[src/rtl/alu_op_sequencer_if.sv]
// Operand/opcode/result bundle between the key-driven sequencer and the shared ALU.
// The master side presents operands and opcode; the slave side returns result and flags.
interface alu_op_sequencer_if #(
   parameter int OP_W = 4
);

   logic [31:0]     port_a;
   logic [31:0]     port_b;
   logic [OP_W-1:0] alu_op;
   logic [31:0]     port_o;
   logic            negative;
   logic            zero;
   logic            overflow;

   modport master (
      output port_a,
      output port_b,
      output alu_op,
      input  port_o,
      input  negative,
      input  zero,
      input  overflow
   );

   modport slave (
      input  port_a,
      input  port_b,
      input  alu_op,
      output port_o,
      output negative,
      output zero,
      output overflow
   );

endinterface

[src/rtl/alu_op_sequencer.sv]
// Debounces the ENTER/CLEAR board keys and steps a small FSM that loads A, B and the
// opcode from the switches, fires one ALU evaluation and holds the result for display.
module alu_op_sequencer #(
   parameter int DEBOUNCE_CYCLES = 500000,
   parameter int OP_W            = 4
) (
   input  logic                     CLK,
   input  logic                     nRST,
   input  logic                     enter_n,
   input  logic                     clear_n,
   input  logic [16:0]              sw,
   alu_op_sequencer_if.master       alu,
   output logic [31:0]              disp_value,
   output logic [2:0]               flags_q,
   output logic [2:0]               state_q,
   output logic                     busy
);

   localparam int CNT_W = (DEBOUNCE_CYCLES > 1) ? $clog2(DEBOUNCE_CYCLES) : 1;
   localparam logic [CNT_W-1:0] CNT_MAX = CNT_W'(DEBOUNCE_CYCLES - 1);

   typedef enum logic [2:0] {
      LOAD_A  = 3'd0,
      LOAD_B  = 3'd1,
      LOAD_OP = 3'd2,
      EXEC    = 3'd3,
      SHOW    = 3'd4
   } state_t;

   // Index 0 is ENTER, index 1 is CLEAR.
   logic [1:0]            key_raw;
   logic [1:0]            sync1_q;
   logic [1:0]            sync2_q;
   logic [1:0]            level_q;
   logic [1:0]            press_q;
   logic [1:0][CNT_W-1:0] cnt_q;

   logic press_enter;
   logic press_clear;

   state_t state;
   state_t state_d;

   logic [31:0]     a_q;
   logic [31:0]     b_q;
   logic [31:0]     res_q;
   logic [OP_W-1:0] op_q;
   logic [31:0]     ext;

   logic load_a;
   logic load_b;
   logic load_op;
   logic capture;
   logic clear_flags;

   assign key_raw     = {clear_n, enter_n};
   assign press_enter = press_q[0];
   assign press_clear = press_q[1];
   assign ext         = {{16{sw[16]}}, sw[15:0]};

   // The counter only advances while the synchronized sample disagrees with the accepted
   // level, so any bounce back to the old level restarts the qualification window.
   always_ff @(posedge CLK or negedge nRST) begin
      if (!nRST) begin
         sync1_q <= 2'b11;
         sync2_q <= 2'b11;
         level_q <= 2'b11;
         press_q <= 2'b00;
         cnt_q   <= '0;
      end else begin
         sync1_q <= key_raw;
         sync2_q <= sync1_q;
         press_q <= 2'b00;
         for (int k = 0; k < 2; k++) begin
            if (sync2_q[k] == level_q[k]) begin
               cnt_q[k] <= '0;
            end else if (cnt_q[k] == CNT_MAX) begin
               cnt_q[k]   <= '0;
               level_q[k] <= sync2_q[k];
               press_q[k] <= ~sync2_q[k];
            end else begin
               cnt_q[k] <= cnt_q[k] + 1'b1;
            end
         end
      end
   end

   always_ff @(posedge CLK or negedge nRST) begin
      if (!nRST) begin
         state <= LOAD_A;
      end else begin
         state <= state_d;
      end
   end

   // CLEAR outranks ENTER everywhere except EXEC, which always finishes its capture.
   always_comb begin
      state_d     = state;
      load_a      = 1'b0;
      load_b      = 1'b0;
      load_op     = 1'b0;
      capture     = 1'b0;
      clear_flags = 1'b0;
      if (press_clear && (state != EXEC)) begin
         state_d     = LOAD_A;
         clear_flags = 1'b1;
      end else begin
         case (state)
            LOAD_A: begin
               if (press_enter) begin
                  load_a  = 1'b1;
                  state_d = LOAD_B;
               end
            end
            LOAD_B: begin
               if (press_enter) begin
                  load_b  = 1'b1;
                  state_d = LOAD_OP;
               end
            end
            LOAD_OP: begin
               if (press_enter) begin
                  load_op = 1'b1;
                  state_d = EXEC;
               end
            end
            EXEC: begin
               capture = 1'b1;
               state_d = SHOW;
            end
            SHOW: begin
               if (press_enter) begin
                  state_d = LOAD_A;
               end
            end
            default: begin
               state_d = LOAD_A;
            end
         endcase
      end
   end

   always_ff @(posedge CLK or negedge nRST) begin
      if (!nRST) begin
         a_q     <= 32'h0;
         b_q     <= 32'h0;
         op_q    <= '0;
         res_q   <= 32'h0;
         flags_q <= 3'b000;
      end else begin
         if (load_a) begin
            a_q <= ext;
         end
         if (load_b) begin
            b_q <= ext;
         end
         if (load_op) begin
            op_q <= sw[OP_W-1:0];
         end
         if (capture) begin
            res_q   <= alu.port_o;
            flags_q <= {alu.overflow, alu.zero, alu.negative};
         end else if (clear_flags) begin
            flags_q <= 3'b000;
         end
      end
   end

   // While loading, the display echoes what the switches would capture.
   always_comb begin
      disp_value = res_q;
      case (state)
         LOAD_A, LOAD_B: disp_value = ext;
         LOAD_OP:        disp_value = {28'h0, sw[3:0]};
         default:        disp_value = res_q;
      endcase
   end

   assign alu.port_a = a_q;
   assign alu.port_b = b_q;
   assign alu.alu_op = op_q;
   assign state_q    = state;
   assign busy       = (state == EXEC);

endmodule

[src/flat_wrapper.sv]
// flat-port wrapper written by rule: the top's interface ports become plain ports
module alu_op_sequencer_flat 
#(
   parameter int DEBOUNCE_CYCLES = 500000,
   parameter int OP_W            = 4
)
  (CLK, nRST, enter_n, clear_n, sw, disp_value, flags_q, state_q, busy, alu_port_a, alu_port_b, alu_alu_op, alu_port_o, alu_negative, alu_zero, alu_overflow);
  alu_op_sequencer_if #(.OP_W(OP_W)) alu_i ();
  input  logic CLK;
  input  logic nRST;
  input  logic enter_n;
  input  logic clear_n;
  input  logic [16:0] sw;
  output logic [31:0] disp_value;
  output logic [2:0] flags_q;
  output logic [2:0] state_q;
  output logic busy;
  output wire logic [$bits(alu_i.port_a)-1:0] alu_port_a;
  output wire logic [$bits(alu_i.port_b)-1:0] alu_port_b;
  output wire logic [$bits(alu_i.alu_op)-1:0] alu_alu_op;
  input wire logic [$bits(alu_i.port_o)-1:0] alu_port_o;
  input wire logic [$bits(alu_i.negative)-1:0] alu_negative;
  input wire logic [$bits(alu_i.zero)-1:0] alu_zero;
  input wire logic [$bits(alu_i.overflow)-1:0] alu_overflow;
  assign alu_port_a = alu_i.port_a;
  assign alu_port_b = alu_i.port_b;
  assign alu_alu_op = alu_i.alu_op;
  assign alu_i.port_o = alu_port_o;
  assign alu_i.negative = alu_negative;
  assign alu_i.zero = alu_zero;
  assign alu_i.overflow = alu_overflow;
  alu_op_sequencer #(.DEBOUNCE_CYCLES(DEBOUNCE_CYCLES), .OP_W(OP_W)) u_core (.CLK(CLK), .nRST(nRST), .enter_n(enter_n), .clear_n(clear_n), .sw(sw), .alu(alu_i), .disp_value(disp_value), .flags_q(flags_q), .state_q(state_q), .busy(busy));
endmodule
[config.mk]
export PLATFORM = sky130hd
export DESIGN_NAME = alu_op_sequencer_flat
export DESIGN_NICKNAME = d
export VERILOG_FILES = /design/src/rtl/alu_op_sequencer_if.sv /design/src/rtl/alu_op_sequencer.sv /design/src/flat_wrapper.sv
export SDC_FILE = /design/constraint.sdc
export NUM_CORES = 1
export LEC_CHECK = 0
export ABC_AREA = 0
export CAP_MARGIN = 10
export CORE_MARGIN = 2
export CORE_UTILIZATION = 30
export CTS_CLUSTER_SIZE = 25
export DETAILED_ROUTE_END_ITERATION = 8
export GPL_TIMING_DRIVEN = 0
export SETUP_SLACK_MARGIN = 0.1
export SLEW_MARGIN = 10
export SYNTH_ARGS = -nofsm -noshare
export SYNTH_HDL_FRONTEND = slang
export SYNTH_SLANG_ARGS = --single-unit
[constraint.sdc]
create_clock -name CLK -period 2.15 [get_ports CLK]
set_input_delay 0.215 -clock CLK [delete_from_list [all_inputs] [get_ports CLK]]
set_output_delay 0.215 -clock CLK [all_outputs]
set_load 0.05 [all_outputs]
### Word-level counts from Yosys, hierarchy flattened

Index checks and enable logic that the tools add are counted.
Widths: inputs -> output; s select.

* bits in writable memories: 0
* memories kept: 0
* memory bits (read-only): 0
* latch bits: 0
* logic and storage cells: 66
* bits in registers: 122
* input port bits: 56
* output and inout port bits: 107

* order comparisons: 0
* div/mod/pow operators: 0
* bitwise operators: 4
* shift-type cells: 0
* $add $sub $neg: 2
* reduce and logical (&&, ||, !) cells: 7
* multiply operators: 0
* eq/ne operators: 13
* mux-type cells: 27

Operator list (count)
* $mux 19: 4
* $pmux 32 s2: 1
* $add 19x1->19 const B: 2
* $eq 19x19->1 const B: 2
* $mux 3: 7
* $pmux 3 s5: 1
* $mux 1: 14
* $ne 3x1->1 const B: 4
* $eq 3x2->1 const B: 2
* $not 1->1: 4
* $reduce_and 2->1: 2
* $reduce_and 4->1: 1
* $eq 3x1->1 const B: 1
* $eq 3x3->1 const B: 1
* $logic_not 3->1: 1
* $ne 3x2->1 const B: 1
* $eq 1x1->1: 2
* $reduce_bool 2->1: 1
* $reduce_or 2->1: 1
* $logic_and 1x1->1: 1

### Depth between registers and ports, before layout

* word-level depth: 5
* gate-level depth with buffers: 7
* depth with buffers taken out: 5

### Worst setup path after synthesis

OpenSTA, ideal clock, no wires.

* path kind: register to register
* from: reg u_core.state[1] (netlist: u_core.state_q[1])
* to: reg u_core.res_q[10]
* stages on the path, launching flop included: 8
* arrival: 2245 ps
* clock period less this slack: 2311 ps
* path buffers: 2
* setup time: 67 ps
* setup slack: -161 ps
* required time: 2083 ps
* path through: dfrtp_1 nand2_1 or2_2 clkbuf_1 clkinv_1 clkbuf_1 nand2_1 nand2_1

* longest elaborated chain between the ends: 3
* elaborated cells on any way between the ends: 5
* classes of those cells: 2 x eq/ne; 2 x mux; 1 x reduce/logical

Ends and longest elaborated chain
* from (decl): line alu_op_sequencer.sv:41 `state_t state;`
* from (signal assigned): line alu_op_sequencer.sv:92 `state <= state_d;`
* $eq 3x2->1
* named net busy: line flat_wrapper.sv:17 `output logic busy;`
* $mux 1: line alu_op_sequencer.sv:108 `case (state)`
* $mux 1: line alu_op_sequencer.sv:104 `if (press_clear && (state != EXEC)) begin`
* to (signal assigned): line alu_op_sequencer.sv:161 `res_q <= alu.port_o;`
* to (decl): line alu_op_sequencer.sv:46 `logic [31:0] res_q;`

The timed path passes the listed nets, and every way through them passes these cells.
A chain may end at the register's enable or synchronous reset.

### Worst setup path after layout

* from: reg u_core.cnt_q[10] (netlist name)
* to: reg u_core.level_q[0]

* longest elaborated chain between the ends: 2

Ends and longest elaborated chain
* from (decl): line alu_op_sequencer.sv:36 `logic [1:0][CNT_W-1:0] cnt_q;`
* from (signal, indexed assignment): line alu_op_sequencer.sv:82 `cnt_q[k] <= cnt_q[k] + 1'b1;`
* $eq 19x19->1: line alu_op_sequencer.sv:77 `end else if (cnt_q[k] == CNT_MAX) begin`
* $reduce_and 2->1 (no source line)
* to (signal, indexed assignment): line alu_op_sequencer.sv:79 `level_q[k] <= sync2_q[k];`
* to (decl): line alu_op_sequencer.sv:34 `logic [1:0] level_q;`

Every way passes these cells.

==> summary.txt <==
STA
  – Setup Skew: around 0.011 ns
  – Final worst path period need: between 2 and 2.5 ns
  – Fmax: 489 MHz
  – WHS: about 0.22 ns
  – Actual slew at the worst max-slew pin: 0.561 ns
  – Post-Route Setup TNS: 0 ns
  – Setup violations, final: 0
  – Final hold viol count: 0
  – Max-slew headroom: 0.625
  – Final WS setup: 0.107 ns
  – Crit share post-route: 0.950
  – Slew Viols, Final: 0
  – RSZ-0062 raised after global routing: true

Global routing
  – Remaining global-route overflow: 0
  – Largest net degree at the start of global routing: 76
  – First-pass GRT wire length: approximately 24,000 µm
  – GR Util All Layers: 0.152
  – Initial antenna violation count: 0
  – Vias in the first global route: around 4,700

Floorplan
  – # rows: 49
  – Initial cell density of the core: 0.309
  – Die H: 140 µm
  – Io pins: between 150 and 200
  – Die X: 140 µm
  – Core area: 0.0181 mm²
  – Die Area: ~0.020 mm²

Critical path
  – CP cell instances: or4b_4, or4_4, nor2_2, mux2_2
  – CP startpoint kind: flop
  – Worst path required time: about 2.5 ns
  – Crit. End Element: flop
  – Kind of critical path: reg2reg
  – Slowest cell on crit path: or4_4
  – Crit path largest cell delay: 0.59 ns
  – CP max FO: 3
  – Crit path DAT: between 2 and 2.5 ns

Pwr
  – Final Power: ~0.0057 W
  – Peak supply drop: between 0.0004 and 0.0005 V
  – Pwr dens: 686 mW/mm²
  – Leak: about 3.8 nW

Outcome
  – Failing checks: DRC
  – Status: finished with violations

Clock tree
  – H-tree depth: 4
  – TritonCTS Buffers: 17
  – Worst skew pair latency: just over 0.4 ns
  – Clk slew on worst S/H paths: ~0.050 ns
  – Sinks on Clock Net: 122
  – Worst-case clock buffer depth: 2
  – CTS root buffer: clkbuf_16
  – CTS tree: done

Synthesis
  – Syn nets: a little under 600
  – Count of cell types in the netlist: 47
  – Cell Area, Synth: ~0.0056 mm²
  – #FFs+latches synth: between 100 and 150
  – Syn avg cell area: ~11 µm²
  – Cells after synthesis: 527
  – Seq/Total Area, Yosys: 0.548
  – Async S/R FF share, synth: 1.00
  – Post-synth EDFFs: 0
  – Synth top area share: 0.520
  – Synth Warn #: 0
  – Synth area leader: dfrtp_1
  – Synth area leaders: dfrtp_1 (52%), mux2_2 (8.9%), nand2_1 (7.9%)
  – Prevailing post-synth register cell: dfrtp_1

Cells and area
  – Leading cell type in the layout, fill and taps excluded: nand2_1
  – Most frequent cells in the layout: nand2_1 (116), dfrtp_1 (110), clkdlybuf4s50_1 (95)
  – Util after Layout: 0.459
  – Syn-to-layout area delta: 48.6%
  – Layout cells sized above 1: 0.281
  – Final #Nets: ~800
  – Diode count: 0

Worst hold path
  – HP Class: in2reg

Route
  – Vias per cell: 4.66
  – Wire per inst: ~15 µm
  – Starting DRT DRC Count: 170
  – Post-Route WL: ~15,000 µm
  – DRC: 1
  – Via count: between 4,000 and 5,000
  – Final ANT Viol Nets: 0
  – Drt pass-1 iters: 6

Placed design
  – Placement Setup Slack: -0.699 ns
  – Placer Congestion: ~0.80
  – Hpwl dp: roughly 11,000 µm
  – Port bufs: 162

Job
  – Max-cap violations: 0
## synth_stat cells, drive strengths merged, types with 3 or more instances
master,n
or4,5
nor4,8
nand2,117
nand3b,4
or4b,3
nand3,15
mux2,44
nor2,41
dfstp,6
inv,6
o21ai,5
clkbuf,16
a22o,12
a21oi,6
buf,34
xnor2,20
dfrtp,116
nor3,9
nand4,9
or2,4
xor2,10
or3,4
a21o,16
## registers in the layout (all words and copies together) (netlist names)
register and cells:
u_core.sync1_q 2, u_core.sync2_q 2, u_core.alu.alu_op 4, u_core.alu.port_b 17
u_core.press_q 2, u_core.level_q 2, u_core.res_q 32, u_core.alu.port_a 17
u_core.flags_q 3, u_core.state_q 3, u_core.cnt_q 38
## routing by layer
metal | track usage | vias up | routed length [µm]
met5 | 0 | - | 0
met3 | 0.0424 | 14 | 938
met2 | 0.258 | 137 | 7130
li1 | - | 2152 | -
met4 | 0.0537 | 0 | 183
met1 | 0.185 | 2197 | 6440
## logic make-up after synthesis
group,Yosys count,share of synthesized area
AND/OR/NAND/NOR,228,0.190
flip-flops,122,0.548
buffers and inverters,57,0.0605
multiplexers,45,0.0905
AO/OA/AOI/OAI,43,0.0594
XOR/XNOR,30,0.0470
adder cells (fa/ha/maj),2,0.00448
## critical path: cells and delay by family, from the launching register on
family           cells  cell delay, ns
AND/OR/NAND/NOR      3            1.24
flip-flops           1            0.39
multiplexers         1            0.33
## metrics by stage
stage	area, µm²	cells
final	8300	966
after detailed placement	7550	919
after floorplan	5610	527
after global placement	7520	918
after CTS	8140	959
after global routing	8300	966
## final cells by class
class	instances	area [µm²]
Tap cell	229	287
Multi-Input combinational cell	348	2260
Fill cell	1661	9790
Timing Repair Buffer	182	1710
Sequential cell	122	3070
Clock inverter	6	63.8
Inverter	7	31.3
Buffer	48	372
Clock buffer	24	502
## worst paths after layout
path                                        startpoint                          endpoint  slack, ns  cells past startpoint
max                         u_core.cnt_q[10]$_DFF_PN0_     u_core.level_q[0]$_DFFE_PN1P_       0.11                      4
min                                            clear_n       u_core.sync1_q[1]$_DFF_PN1_       0.22                      1
max reg2reg                 u_core.cnt_q[10]$_DFF_PN0_     u_core.level_q[0]$_DFFE_PN1P_       0.11                      4
min reg2reg                u_core.sync1_q[1]$_DFF_PN1_       u_core.sync2_q[1]$_DFF_PN1_       0.35                      0
max in group asynchronous                         nRST     u_core.level_q[1]$_DFFE_PN1P_       1.08                      3
min in group asynchronous                         nRST  u_core.alu.port_a[9]$_DFFE_PN0P_       0.30                      2
## what timing repair did
action                                 in CTS  in global routing
setup buffers                              11                  7
pin swaps                                   4                  2
hold buffers                                1                  0
endpoints found under the hold margin      47                  0
gates resized for setup                   233                 38
setup endpoints to repair                 154                 49
## power breakdown
| group | internal (W) | switching (W) | total (W) |
|---|---|---|---|
| Combinational | 0.000262 | 0.000391 | 0.000652 |
| Sequential | 0.00234 | 0.0000264 | 0.00236 |
| Clock | 0.00173 | 0.000954 | 0.00268 |
Note: power is estimated with default switching activity, not from simulation.
